`config.mk`:
```
export PLATFORM = sky130hd
export DESIGN_NAME = uart_rx_tof_decoder
export DESIGN_NICKNAME = d
export VERILOG_FILES = /design/src/rtl/uart_rx_tof_decoder.sv
export SDC_FILE = /design/constraint.sdc
export NUM_CORES = 1
export LEC_CHECK = 0
export BUFFER_PORTS_ARGS = -buffer_cell sky130_fd_sc_hd__buf_2
export CAP_MARGIN = 25
export CORE_MARGIN = 1.5
export CORE_UTILIZATION = 35
export DETAILED_ROUTE_END_ITERATION = 8
export PLACE_DENSITY_LB_ADDON = 0.2
export SLEW_MARGIN = 20
export SYNTH_ARGS = -nofsm -noshare
export SYNTH_HDL_FRONTEND = slang
export SYNTH_SLANG_ARGS = --single-unit
```
`constraint.sdc`:
```
create_clock -name clk_50M -period 3.3 [get_ports clk_50M]
set_clock_uncertainty 0.15 [all_clocks]
set_input_delay 0.33 -clock clk_50M [delete_from_list [all_inputs] [get_ports clk_50M]]
set_output_delay 0.33 -clock clk_50M [all_outputs]
set_load 0.02 [all_outputs]
```
`src/rtl/uart_rx_tof_decoder.sv`:
```
// rtl/uart_rx_tof_decoder.sv - 8N1 UART receiver with 5-byte TOF frame parser
// Recovers the 20-bit echo time-of-flight from FA/TH/TM/TL/FB frames.
module uart_rx_tof_decoder #(
  parameter int CLK_FREQ     = 50_000_000,
  parameter int BAUD_RATE    = 115200,
  parameter int TIMEOUT_BITS = 20
) (
  input  logic        clk_50M,
  input  logic        rst_n,
  input  logic        rs232_rx,
  output logic [19:0] echo_tof,
  output logic        tof_valid,
  output logic        frame_err,
  output logic        rx_busy
);

  localparam int BIT_CYC  = CLK_FREQ / BAUD_RATE;
  localparam int HALF_CYC = BIT_CYC / 2;
  localparam int TO_CYC   = TIMEOUT_BITS * BIT_CYC;
  localparam int BW       = $clog2(BIT_CYC);
  localparam int TW       = $clog2(TO_CYC);
  localparam logic [BW-1:0] BIT_LAST  = BW'(BIT_CYC - 1);
  localparam logic [BW-1:0] HALF_LAST = BW'(HALF_CYC - 1);
  localparam logic [TW-1:0] TO_LAST   = TW'(TO_CYC - 1);

  typedef enum logic [1:0] {B_IDLE, B_START, B_DATA, B_STOP} bit_state_t;
  typedef enum logic [2:0] {F_HDR, F_TH, F_TM, F_TL, F_TAIL} frame_state_t;

  bit_state_t   b_state, b_next;
  frame_state_t f_state, f_next;

  logic          rx_meta, rx_s, rx_d;
  logic [BW-1:0] baud_cnt;
  logic [2:0]    bit_idx;
  logic [7:0]    shreg;
  logic [TW-1:0] to_cnt;
  logic [19:0]   tof_acc, acc_next;
  logic          cnt_clr, bit_tick, byte_done, byte_err;
  logic          timeout, err_set, valid_set;

  // rx_d trails the synchronised level by one cycle for falling-edge detection
  always_ff @(posedge clk_50M or negedge rst_n) begin
    if (!rst_n) begin
      rx_meta <= 1'b1;
      rx_s    <= 1'b1;
      rx_d    <= 1'b1;
    end else begin
      rx_meta <= rs232_rx;
      rx_s    <= rx_meta;
      rx_d    <= rx_s;
    end
  end

  always_comb begin
    b_next    = b_state;
    cnt_clr   = 1'b0;
    bit_tick  = 1'b0;
    byte_done = 1'b0;
    byte_err  = 1'b0;
    case (b_state)
      B_IDLE: begin
        if (rx_d && !rx_s) begin
          cnt_clr = 1'b1;
          b_next  = B_START;
        end
      end
      B_START: begin
        if (baud_cnt == HALF_LAST) begin
          cnt_clr = 1'b1;
          b_next  = rx_s ? B_IDLE : B_DATA;
        end
      end
      B_DATA: begin
        if (baud_cnt == BIT_LAST) begin
          cnt_clr  = 1'b1;
          bit_tick = 1'b1;
          if (bit_idx == 3'd7) b_next = B_STOP;
        end
      end
      B_STOP: begin
        // Leave at mid stop bit so a back-to-back start edge is not missed
        if (baud_cnt == BIT_LAST) begin
          cnt_clr   = 1'b1;
          byte_done = rx_s;
          byte_err  = !rx_s;
          b_next    = B_IDLE;
        end
      end
      default: b_next = B_IDLE;
    endcase
  end

  always_ff @(posedge clk_50M or negedge rst_n) begin
    if (!rst_n) begin
      b_state  <= B_IDLE;
      baud_cnt <= '0;
      bit_idx  <= 3'd0;
      shreg    <= 8'h00;
    end else begin
      b_state  <= b_next;
      baud_cnt <= cnt_clr ? '0 : baud_cnt + 1'b1;
      if (bit_tick) begin
        shreg   <= {rx_s, shreg[7:1]};
        bit_idx <= bit_idx + 3'd1;
      end
    end
  end

  assign timeout = (b_state == B_IDLE) && (f_state != F_HDR) && (to_cnt == TO_LAST);

  always_comb begin
    f_next    = f_state;
    acc_next  = tof_acc;
    err_set   = 1'b0;
    valid_set = 1'b0;
    if (timeout) begin
      f_next  = F_HDR;
      err_set = 1'b1;
    end else if (byte_err) begin
      // Noise before a header is not an error
      if (f_state != F_HDR) begin
        f_next  = F_HDR;
        err_set = 1'b1;
      end
    end else if (byte_done) begin
      case (f_state)
        F_HDR: if (shreg == 8'hFA) f_next = F_TH;
        F_TH: begin
          if (shreg[7:4] != 4'h0) begin
            f_next  = F_HDR;
            err_set = 1'b1;
          end else begin
            acc_next[19:16] = shreg[3:0];
            f_next          = F_TM;
          end
        end
        F_TM: begin
          acc_next[15:8] = shreg;
          f_next         = F_TL;
        end
        F_TL: begin
          acc_next[7:0] = shreg;
          f_next        = F_TAIL;
        end
        F_TAIL: begin
          f_next    = F_HDR;
          valid_set = (shreg == 8'hFB);
          err_set   = (shreg != 8'hFB);
        end
        default: f_next = F_HDR;
      endcase
    end
  end

  always_ff @(posedge clk_50M or negedge rst_n) begin
    if (!rst_n) begin
      f_state   <= F_HDR;
      tof_acc   <= 20'h0;
      echo_tof  <= 20'h0;
      tof_valid <= 1'b0;
      frame_err <= 1'b0;
      to_cnt    <= '0;
    end else begin
      f_state   <= f_next;
      tof_acc   <= acc_next;
      tof_valid <= valid_set;
      frame_err <= err_set;
      if (valid_set) echo_tof <= tof_acc;
      if ((b_state == B_IDLE) && (f_state != F_HDR) && !timeout) to_cnt <= to_cnt + 1'b1;
      else to_cnt <= '0;
    end
  end

  assign rx_busy = (b_state != B_IDLE) || (f_state != F_HDR);

endmodule

```
== Word-level counts from Yosys, hierarchy flattened ==
Cells that the tools add are included.

* Flip-flop bits (word level): 84
* Latch bits: 0
* Bits in writable memories: 0
* Memory bits (read-only): 0
* Output and inout port bits: 23
* Logic and storage cells: 96
* Memories: 0

* Add/sub/neg operators: 3
* Multiply operators: 0
* Divide/modulo/power cells: 0
* $lt $le $gt $ge: 0
* Eq/ne operators: 21
* Shifts and indexed selects: 0
* Muxes and demuxes: 35
* Bitwise operators: 3
* Reduce and logical (&&, ||, !) cells: 19

{| class="wikitable"
|+ Operators with widths
! operator !! count
|-
| 1-bit two-way mux || 17
|-
| 8-bit == test, second input constant || 2
|-
| 3-bit two-way mux || 5
|-
| 14-bit by 1-bit adder with 14-bit output, second input constant || 1
|-
| 14-bit == test, second input constant || 1
|-
| 14-bit two-way mux || 1
|-
| 2-bit two-way mux || 7
|-
| 3-bit case mux with 4 select lines || 1
|-
| 2-bit != test, second input constant || 5
|-
| 5-bit AND reduction || 2
|-
| 9-bit by 1-bit adder with 9-bit output, second input constant || 1
|-
| 9-bit by 8-bit == test with 1-bit output, second input constant || 1
|-
| 9-bit == test, second input constant || 1
|-
| 9-bit two-way mux || 1
|-
| 8-bit != test, second input constant || 1
|-
| 2-bit case mux with 4 select lines || 1
|-
| 4-bit AND reduction || 2
|-
| 3-bit by 2-bit == test with 1-bit output, second input constant || 2
|-
| 3-bit == test, second input constant || 2
|-
| 3-bit nonzero test || 2
|-
| 2-bit == test, second input constant || 2
|-
| 1-bit logical AND || 4
|-
| 4-bit != test, second input constant || 1
|-
| 4-bit nonzero test || 1
|-
| 14 further kinds || 17
|}

== Logic depth before layout (Yosys ltp) ==
Gate-level depths: netlist (run 1).

* Depth after elaboration: 6
* Mapped depth: 7
* Mapped depth without buffers: 6

== Least setup slack after synthesis (run 1) ==
OpenSTA, ideal clock, no wires.

* Kind: register to register
* Start: reg baud_cnt[1]
* End: reg echo_tof[0]
* Library setup time: 0.125 ns
* Arrival: 2.068 ns
* Required time: 3.025 ns
* Slack: 0.957 ns
* Stages on the path, launching flop included: 8
* Path buffers: 1
* Cells stage by stage: dfrtp_1 inv_1 ha_1 nand4b_1 or4_4 nor3b_4 buf_6 mux2_4

* Cells in the longest elaborated chain, start to end: 6
* Elaborated cells between the ends (all ways): 8

{| class="wikitable"
|+ RTL lines
! item !! RTL line !! text
|-
| start, declared || 33 || <nowiki>logic [BW-1:0] baud_cnt;</nowiki>
|-
| start signal, assigned || 101 || <nowiki>baud_cnt <= cnt_clr ? '0 : baud_cnt + 1'b1;</nowiki>
|-
| 9-bit == test * || 82 || <nowiki>if (baud_cnt == BIT_LAST) begin</nowiki>
|-
| 1-bit two-way mux || 82 ||
|-
| 1-bit two-way mux || 60 || <nowiki>case (b_state)</nowiki>
|-
| 1-bit two-way mux || 125 || <nowiki>end else if (byte_done) begin</nowiki>
|-
| 1-bit two-way mux * || 119 || <nowiki>end else if (byte_err) begin</nowiki>
|-
| 1-bit two-way mux * || 116 || <nowiki>if (timeout) begin</nowiki>
|-
| end signal, assigned || 168 || <nowiki>if (valid_set) echo_tof <= tof_acc;</nowiki>
|-
| end, declared || 11 || <nowiki>output logic [19:0] echo_tof,</nowiki>
|}

Mark *: on every way between the ends. The rest lies on a longest branch, timed or not.
A chain may end at the register's enable or synchronous reset.

== Worst setup path after layout (run 1) ==
* Start: reg baud_cnt[1]
* End: reg echo_tof[12]

Same word-level chain as after synthesis.

==> flow_summary.toml, run 1 <==
[outcome]
status = "finished, final reports clean"

[layout]
num-fill-cells = 971
seqCellArea_sq_um = 2110
diodes = 0
instances_no_fill = 464
drive_gt1_frac = 0.326
flow.area_growth_from_synthesis_pct = 13.0
multiInputGateArea_sq_um = 1590
layout.nets = 332

[synthesis]
seq_area_frac_synth = 0.553
synth_top_family_by_area = "multiplexers"
yosys.area_share.adder = 0.0197
async_flop_share = 1.00
ys_types = 47
ys_ff_latch = 84
synth.net_count = 301
synthCells = 292
syn_area_per_cell_sq_um = 13.0
netlist_area_sq_um = 3810
synth_simple_gate_area_frac = 0.166
muxShareOfSynthArea = 0.167
synth_top_flop_cell = "dfrtp_1"
yosys_warnings = 0
synth-compound-area-share = 0.0194
synthXorXnorAreaFrac = 0.0460
synth_edf_count = 0

[grt]
overflow = 0
grt_max_degree = 48
grt_pass1_wl_mm = 11.2
grt_antenna_before_repair = 0
grt_use_total = 0.126
first_global_vias = 2254

[clocking]
post_cts_buffers = 0
insertion_delay_ns = 0.35
cts_made_buffers = 9
cts_resized = 0
cts.clk_slew.worst_paths_ns = 0.09
hold_buffers = 2
htreeDepth = 3
tritoncts = "done"
clockRootBuffer = "clkbuf_8"
cts_sinks = 84
cts_buffer_depth = 2

[critical_path]
cp.required_ns = 3.39
crit_path_cell_trace = "inv_1 > ha_1 > nand4b_1 > or4_4 > nor3b_4 > buf_4 > mux2_4"
crit_arrival_ns = 2.70
cp-end-kind = "flip-flop"
r2r_cells = 7
reg2reg_to = "echo_tof[12]$_DFFE_PN0P_"
slowest_delay_ns = 0.62
critPathLaunchType = "flip-flop"
crit_fanout = 14
crit_type = "flip-flop to flip-flop"
cpMaxStageDelayCell = "or4_4"
r2r-start = "baud_cnt[1]$_DFF_PN0_"
r2r_slack_ns = 0.69

[hold_path]
holdPathEnd = "rx_s$_DFF_PN1_"
min_path_cells = 0
min_path_type = "flip-flop to flip-flop"
min-delay-start = "rx_meta$_DFF_PN1_"

[timing]
fin_tns_setup_ns = 0
hold_viol = 0
worst_pin_slew_ns = 0.756
period_share = 0.791
drv_slew = 0
rsz0062_at_grt = "no"
max_freq_ghz = 0.383
fin_crit_ns = 2.61
relSlewSlack = 0.496
setup-violations-final = 0

[drt]
drtIter0Drc = 102
wirelength_mm = 6.65
ant_nets = 0
via_count = 2246
avgViaCountPerCell = 4.84
drc = 0
first_pass_iters = 4
routedWlPerCell_um = 14.3

[place]
place_hpwl_mm = 4.44
finalWeightedCongestion = 0.738
place_inst = 446
port-buffer-count = 25

[power_and_ir_drop]
peakVddDrop_mv = 0.229
p_leak_nw = 2.00
powerDensity_nw_per_um2 = 473

[floorplanning]
initial_core_util = 0.365
die_x_um = 107
row_count = 37
die_area_sq_um = 11500
fp.dieH_um = 107
ios = 26
core_area_sq_um = 10400

[run]
maxCapViolCount = 0
[layout make-up]
type / instances / share of cell area
flip-flops and latches: 84 / 0.490
inverters: 5 / 0.00437
repair buffers: 32 / 0.0477
clock inverters: 7 / 0.0192
clock buffers: 9 / 0.0288
well taps: 136 / 0.0396
multi-input cells: 191 / 0.370
[sequential cells by signal, summed over array words and instances (netlist names), named ones only]
signal / flops
tof_acc: 20
rx_meta: 1
rx_d: 1
shreg: 8
bit_idx: 3
echo_tof: 20
b_state: 1
rx_s: 1
to_cnt: 14
f_state: 3
frame_err: 1
tof_valid: 1
baud_cnt: 9
[cell usage after synthesis, types with 5 or more instances]
cell type | n | area (sq um)
nand3_1 | 10 | 50.1
nor4_1 | 6 | 37.5
mux2_4 | 20 | 300
nand2_1 | 13 | 48.8
nor2_1 | 28 | 105
nand4_1 | 8 | 50.1
dfrtp_1 | 81 | 2030
nor3_1 | 6 | 30.0
xor2_1 | 11 | 96.3
xnor2_1 | 9 | 78.8
mux2_2 | 29 | 327
inv_1 | 5 | 18.8
ha_1 | 6 | 75.1
[cell families after synthesis]
family / after synthesis
and+or+nand+nor: 103
adders and majority gates: 6
muxes: 50
xor gates and xnor gates: 20
DFF: 84
buffers and inverters: 17
AOI/OAI and AO/OA: 12
[layout by cell type (no fill, tap or decap), drive strengths merged, types with 3 or more instances in the layout]
cell type | Yosys | routed
nor3b | 3 | 3
ha | 6 | 6
nor4 | 7 | 7
nand3 | 10 | 10
xor2 | 11 | 11
nor3 | 7 | 7
or4 | 4 | 4
dfrtp | 81 | 81
nand2b | 3 | 3
inv | 5 | 8
mux2 | 49 | 49
o21ai | 4 | 4
xnor2 | 9 | 9
nor2 | 28 | 28
buf | 9 | 30
dfstp | 3 | 3
nand2 | 13 | 13
and4 | 3 | 3
nand4 | 8 | 8
clkbuf | 3 | 9
a21oi | 3 | 3
[worst max path at each step]
stage	start	to	slack [ns]	depth (start not counted)
finish	baud_cnt[1]$_DFF_PN0_	echo_tof[12]$_DFFE_PN0P_	0.69	7
global route	baud_cnt[1]$_DFF_PN0_	echo_tof[13]$_DFFE_PN0P_	0.57	7
CTS	baud_cnt[1]$_DFF_PN0_	echo_tof[12]$_DFFE_PN0P_	0.68	7
detailed placement	baud_cnt[1]$_DFF_PN0_	echo_tof[2]$_DFFE_PN0P_	0.71	7
global placement	baud_cnt[1]$_DFF_PN0_	echo_tof[12]$_DFFE_PN0P_	0.77	7
floorplan	baud_cnt[1]$_DFF_PN0_	echo_tof[0]$_DFFE_PN0P_	0.96	7
[per-layer routing]
| layer | routed length, um | GRT usage | share of wire |
|---|---|---|---|
| met1 | 3490 | 0.176 | 0.53 |
| met2 | 2960 | 0.186 | 0.45 |
| met3 | 143 | 0.0327 | 0.022 |
| met4 | 44 | 0.0476 | 0.0066 |
| met5 | 0 | 0 | 0 |
[per-stage QoR]
step / instance area, sq um / utilization / setup slack, ns / hold WS, ns / total power [mW]
detailed placement: 4070 / 0.391 / 0.711 / 0.184 / 1.28
CTS: 4300 / 0.413 / 0.681 / 0.212 / 2.06
global placement: 4050 / 0.388 / 0.768 / 0.196 / 1.28
finish: 4300 / 0.413 / 0.691 / 0.210 / 2.03
floorplan: 3810 / - / 0.957 / -0.116 / 1.25
global route: 4300 / 0.413 / 0.568 / 0.218 / 2.14
[critical path: cells and delay by family, from the launching register on]
kind          cells  cell delay, ns
simple gates      3            1.04
mux               1            0.33
flops             1            0.41
buf+inv           2            0.41
fa+ha+maj         1            0.16
[report_power, final]
part | leakage [nW] | internal, mW | switching (mW)
Combinational | 0.750 | 0.0673 | 0.0705
Sequential | 1.15 | 1.07 | 0.0613
Clock | 0.104 | 0.363 | 0.405
(Power assumes the default switching activity.)
==> run 2, diff against run 1 <==
Clock period 3.3 ns to 2.36 ns, I/O delays scaled along.
==> run 2 against run 1 <==
Effect of this change: the flow now finishes with violations (setup timing); sequential power increased by 35%; power increased by 36%; sequential share of layout area decreased by 1.8 points; combinational power increased by 120%; sequential cell count unchanged; non-clock buffer count increased by 24; via count increased by 4.5%; wire length increased by 4.3%; clock power increased by 21%; design area increased by 3.8%; critical path type unchanged.
==> flow_summary.toml, run 2 (synthesis results as in run 1) <==
[outcome]
status = "finished, violations left"
violations = "setup timing"

[grt]
grt_antenna_before_repair = 0
grt_use_total = 0.136
grt_pass1_wl_mm = 12.1
overflow = 0
first_global_vias = 2431
grt_max_degree = 45

[critical_path]
cp-end-kind = "flip-flop"
critPathLaunchType = "flip-flop"
crit_fanout = 6
crit_type = "flip-flop to flip-flop"
crit_arrival_ns = 2.46
cp.required_ns = 2.45

[floorplanning]
ios = 26
die_x_um = 107
initial_core_util = 0.365
die_area_sq_um = 11500
fp.dieH_um = 107
row_count = 37
core_area_sq_um = 10400

[layout]
flow.area_growth_from_synthesis_pct = 17.3
mostFrequentLayoutCells = "dfrtp_1, mux2_2, nor2_1"
layout.cells.most_common = "dfrtp_1"
drive_gt1_frac = 0.373
final_area_sq_um = 4460
diodes = 0
layout.nets = 356
largestRegisters = "echo_tof x20, tof_acc x20, to_cnt x14"
fin_util = 0.429

[clocking]
cts.clk_slew.worst_paths_ns = 0.08
insertion_delay_ns = 0.35
cts_sinks = 84
cts_buffer_depth = 2
clockRootBuffer = "clkbuf_8"
cts_made_buffers = 9
htreeDepth = 3
tritoncts = "done"

[place]
pre_cts_ws_ns = -0.0356
placed_area_sq_um = 4240
port-buffer-count = 25
finalWeightedCongestion = 0.762
place_hpwl_mm = 4.82

[timing]
drv_slew = 0
fin_crit_ns = 2.37
finalWorstSetupSlack_ns = -0.0127
hold_slack_ns = 0.210
relSlewSlack = 0.636
max_freq_ghz = 0.421
period_share = 1.01
worst_pin_slew_ns = 0.547
setup-violations-final = 11
hold_viol = 0
rsz0062_at_grt = "yes"
fin_tns_setup_ns = -0.0711

[drt]
avgViaCountPerCell = 4.82
drtIter0Drc = 90
wirelength_mm = 6.93
ant_nets = 0
first_pass_iters = 4
drc = 0
routedWlPerCell_um = 14.2
via_count = 2346

[power_and_ir_drop]
switching_share = 0.266
p_leak_nw = 2.10
powerDensity_nw_per_um2 = 618
pwr-share-seq = 0.552
peakVddDrop_mv = 0.311
power.internal_mw = 2.03
p_sw_mw = 0.736
power_frac_clock = 0.336
p_comb_frac = 0.112

[run]
maxCapViolCount = 0

[hold_path]
min_path_type = "flip-flop to flip-flop"
run 2: cell types whose count changed in the layout (fill, tap and decap cells not counted), sizes merged:
cell	change
buf	+24
clkinvlp	+3
clkinv	-2
bufinv	-1
inv	-1
run 2: path summary, 6_finish.rpt:
check | slack [ns] | startpoint | depth (start not counted) | to
worst min-delay path | 0.21 | rx_meta$_DFF_PN1_ | 0 | rx_s$_DFF_PN1_
worst min register to register | 0.21 | rx_meta$_DFF_PN1_ | 0 | rx_s$_DFF_PN1_
max in group asynchronous | 1.14 | rst_n | 3 | rx_s$_DFF_PN1_
worst max register to register | -0.01 | rx_s$_DFF_PN1_ | 6 | echo_tof[16]$_DFFE_PN0P_
min in group asynchronous | 0.26 | rst_n | 2 | baud_cnt[6]$_DFF_PN0_
worst max-delay path | -0.01 | rx_s$_DFF_PN1_ | 6 | echo_tof[16]$_DFFE_PN0P_
run 2: final cells by class:
| type | instances | area, sq um |
|---|---|---|
| Timing Repair Buffer | 56 | 402 |
| Clock inverter | 6 | 47.5 |
| Fill cell | 988 | 5950 |
| Inverter | 5 | 18.8 |
| Clock buffer | 9 | 124 |
| Multi-Input combinational cell | 191 | 1600 |
| Sequential cell | 84 | 2110 |
| Tap cell | 136 | 170 |
run 2: power by group through the flow:
stage,Sequential [mW],Clock [mW],Combinational [mW]
final,1.53,0.927,0.308
after global routing,1.54,1.02,0.355
after CTS,1.53,0.967,0.317
after detailed placement,1.56,0,0.313
after global placement,1.56,0,0.308
after floorplan,1.56,0,0.186
run 2: repair_timing:
item                                   CTS  global route
hold buffers                             2             0
gates cloned                             1             0
resized for setup                        4             2
setup buffers                            2             0
endpoints found under the hold margin   41             0
pin swaps                                2             2
setup endpoints to repair               24            34
run 2: critical path: stages, from the launching register on:
cell     delay, ns
dfstp_2       0.54
or2b_1        0.22
or4_4         0.54
nor3b_4       0.24
buf_6         0.15
buf_6         0.13
mux2_4        0.30
run 2: stage by stage:
| stage | std cells | power (mW) |
|---|---|---|
| after CTS | 488 | 2.81 |
| after detailed placement | 468 | 1.87 |
| after global placement | 468 | 1.86 |
| after global routing | 487 | 2.91 |
| after floorplan | 292 | 1.74 |
| final | 487 | 2.76 |
run 2: metal layers:
metal / track usage / vias up / share of wire
li1: - / 1135 / -
met1: 0.191 / 1180 / 0.50
met2: 0.202 / 24 / 0.46
met3: 0.0351 / 7 / 0.026
met4: 0.0486 / 0 / 0.015
met5: 0 / - / 0
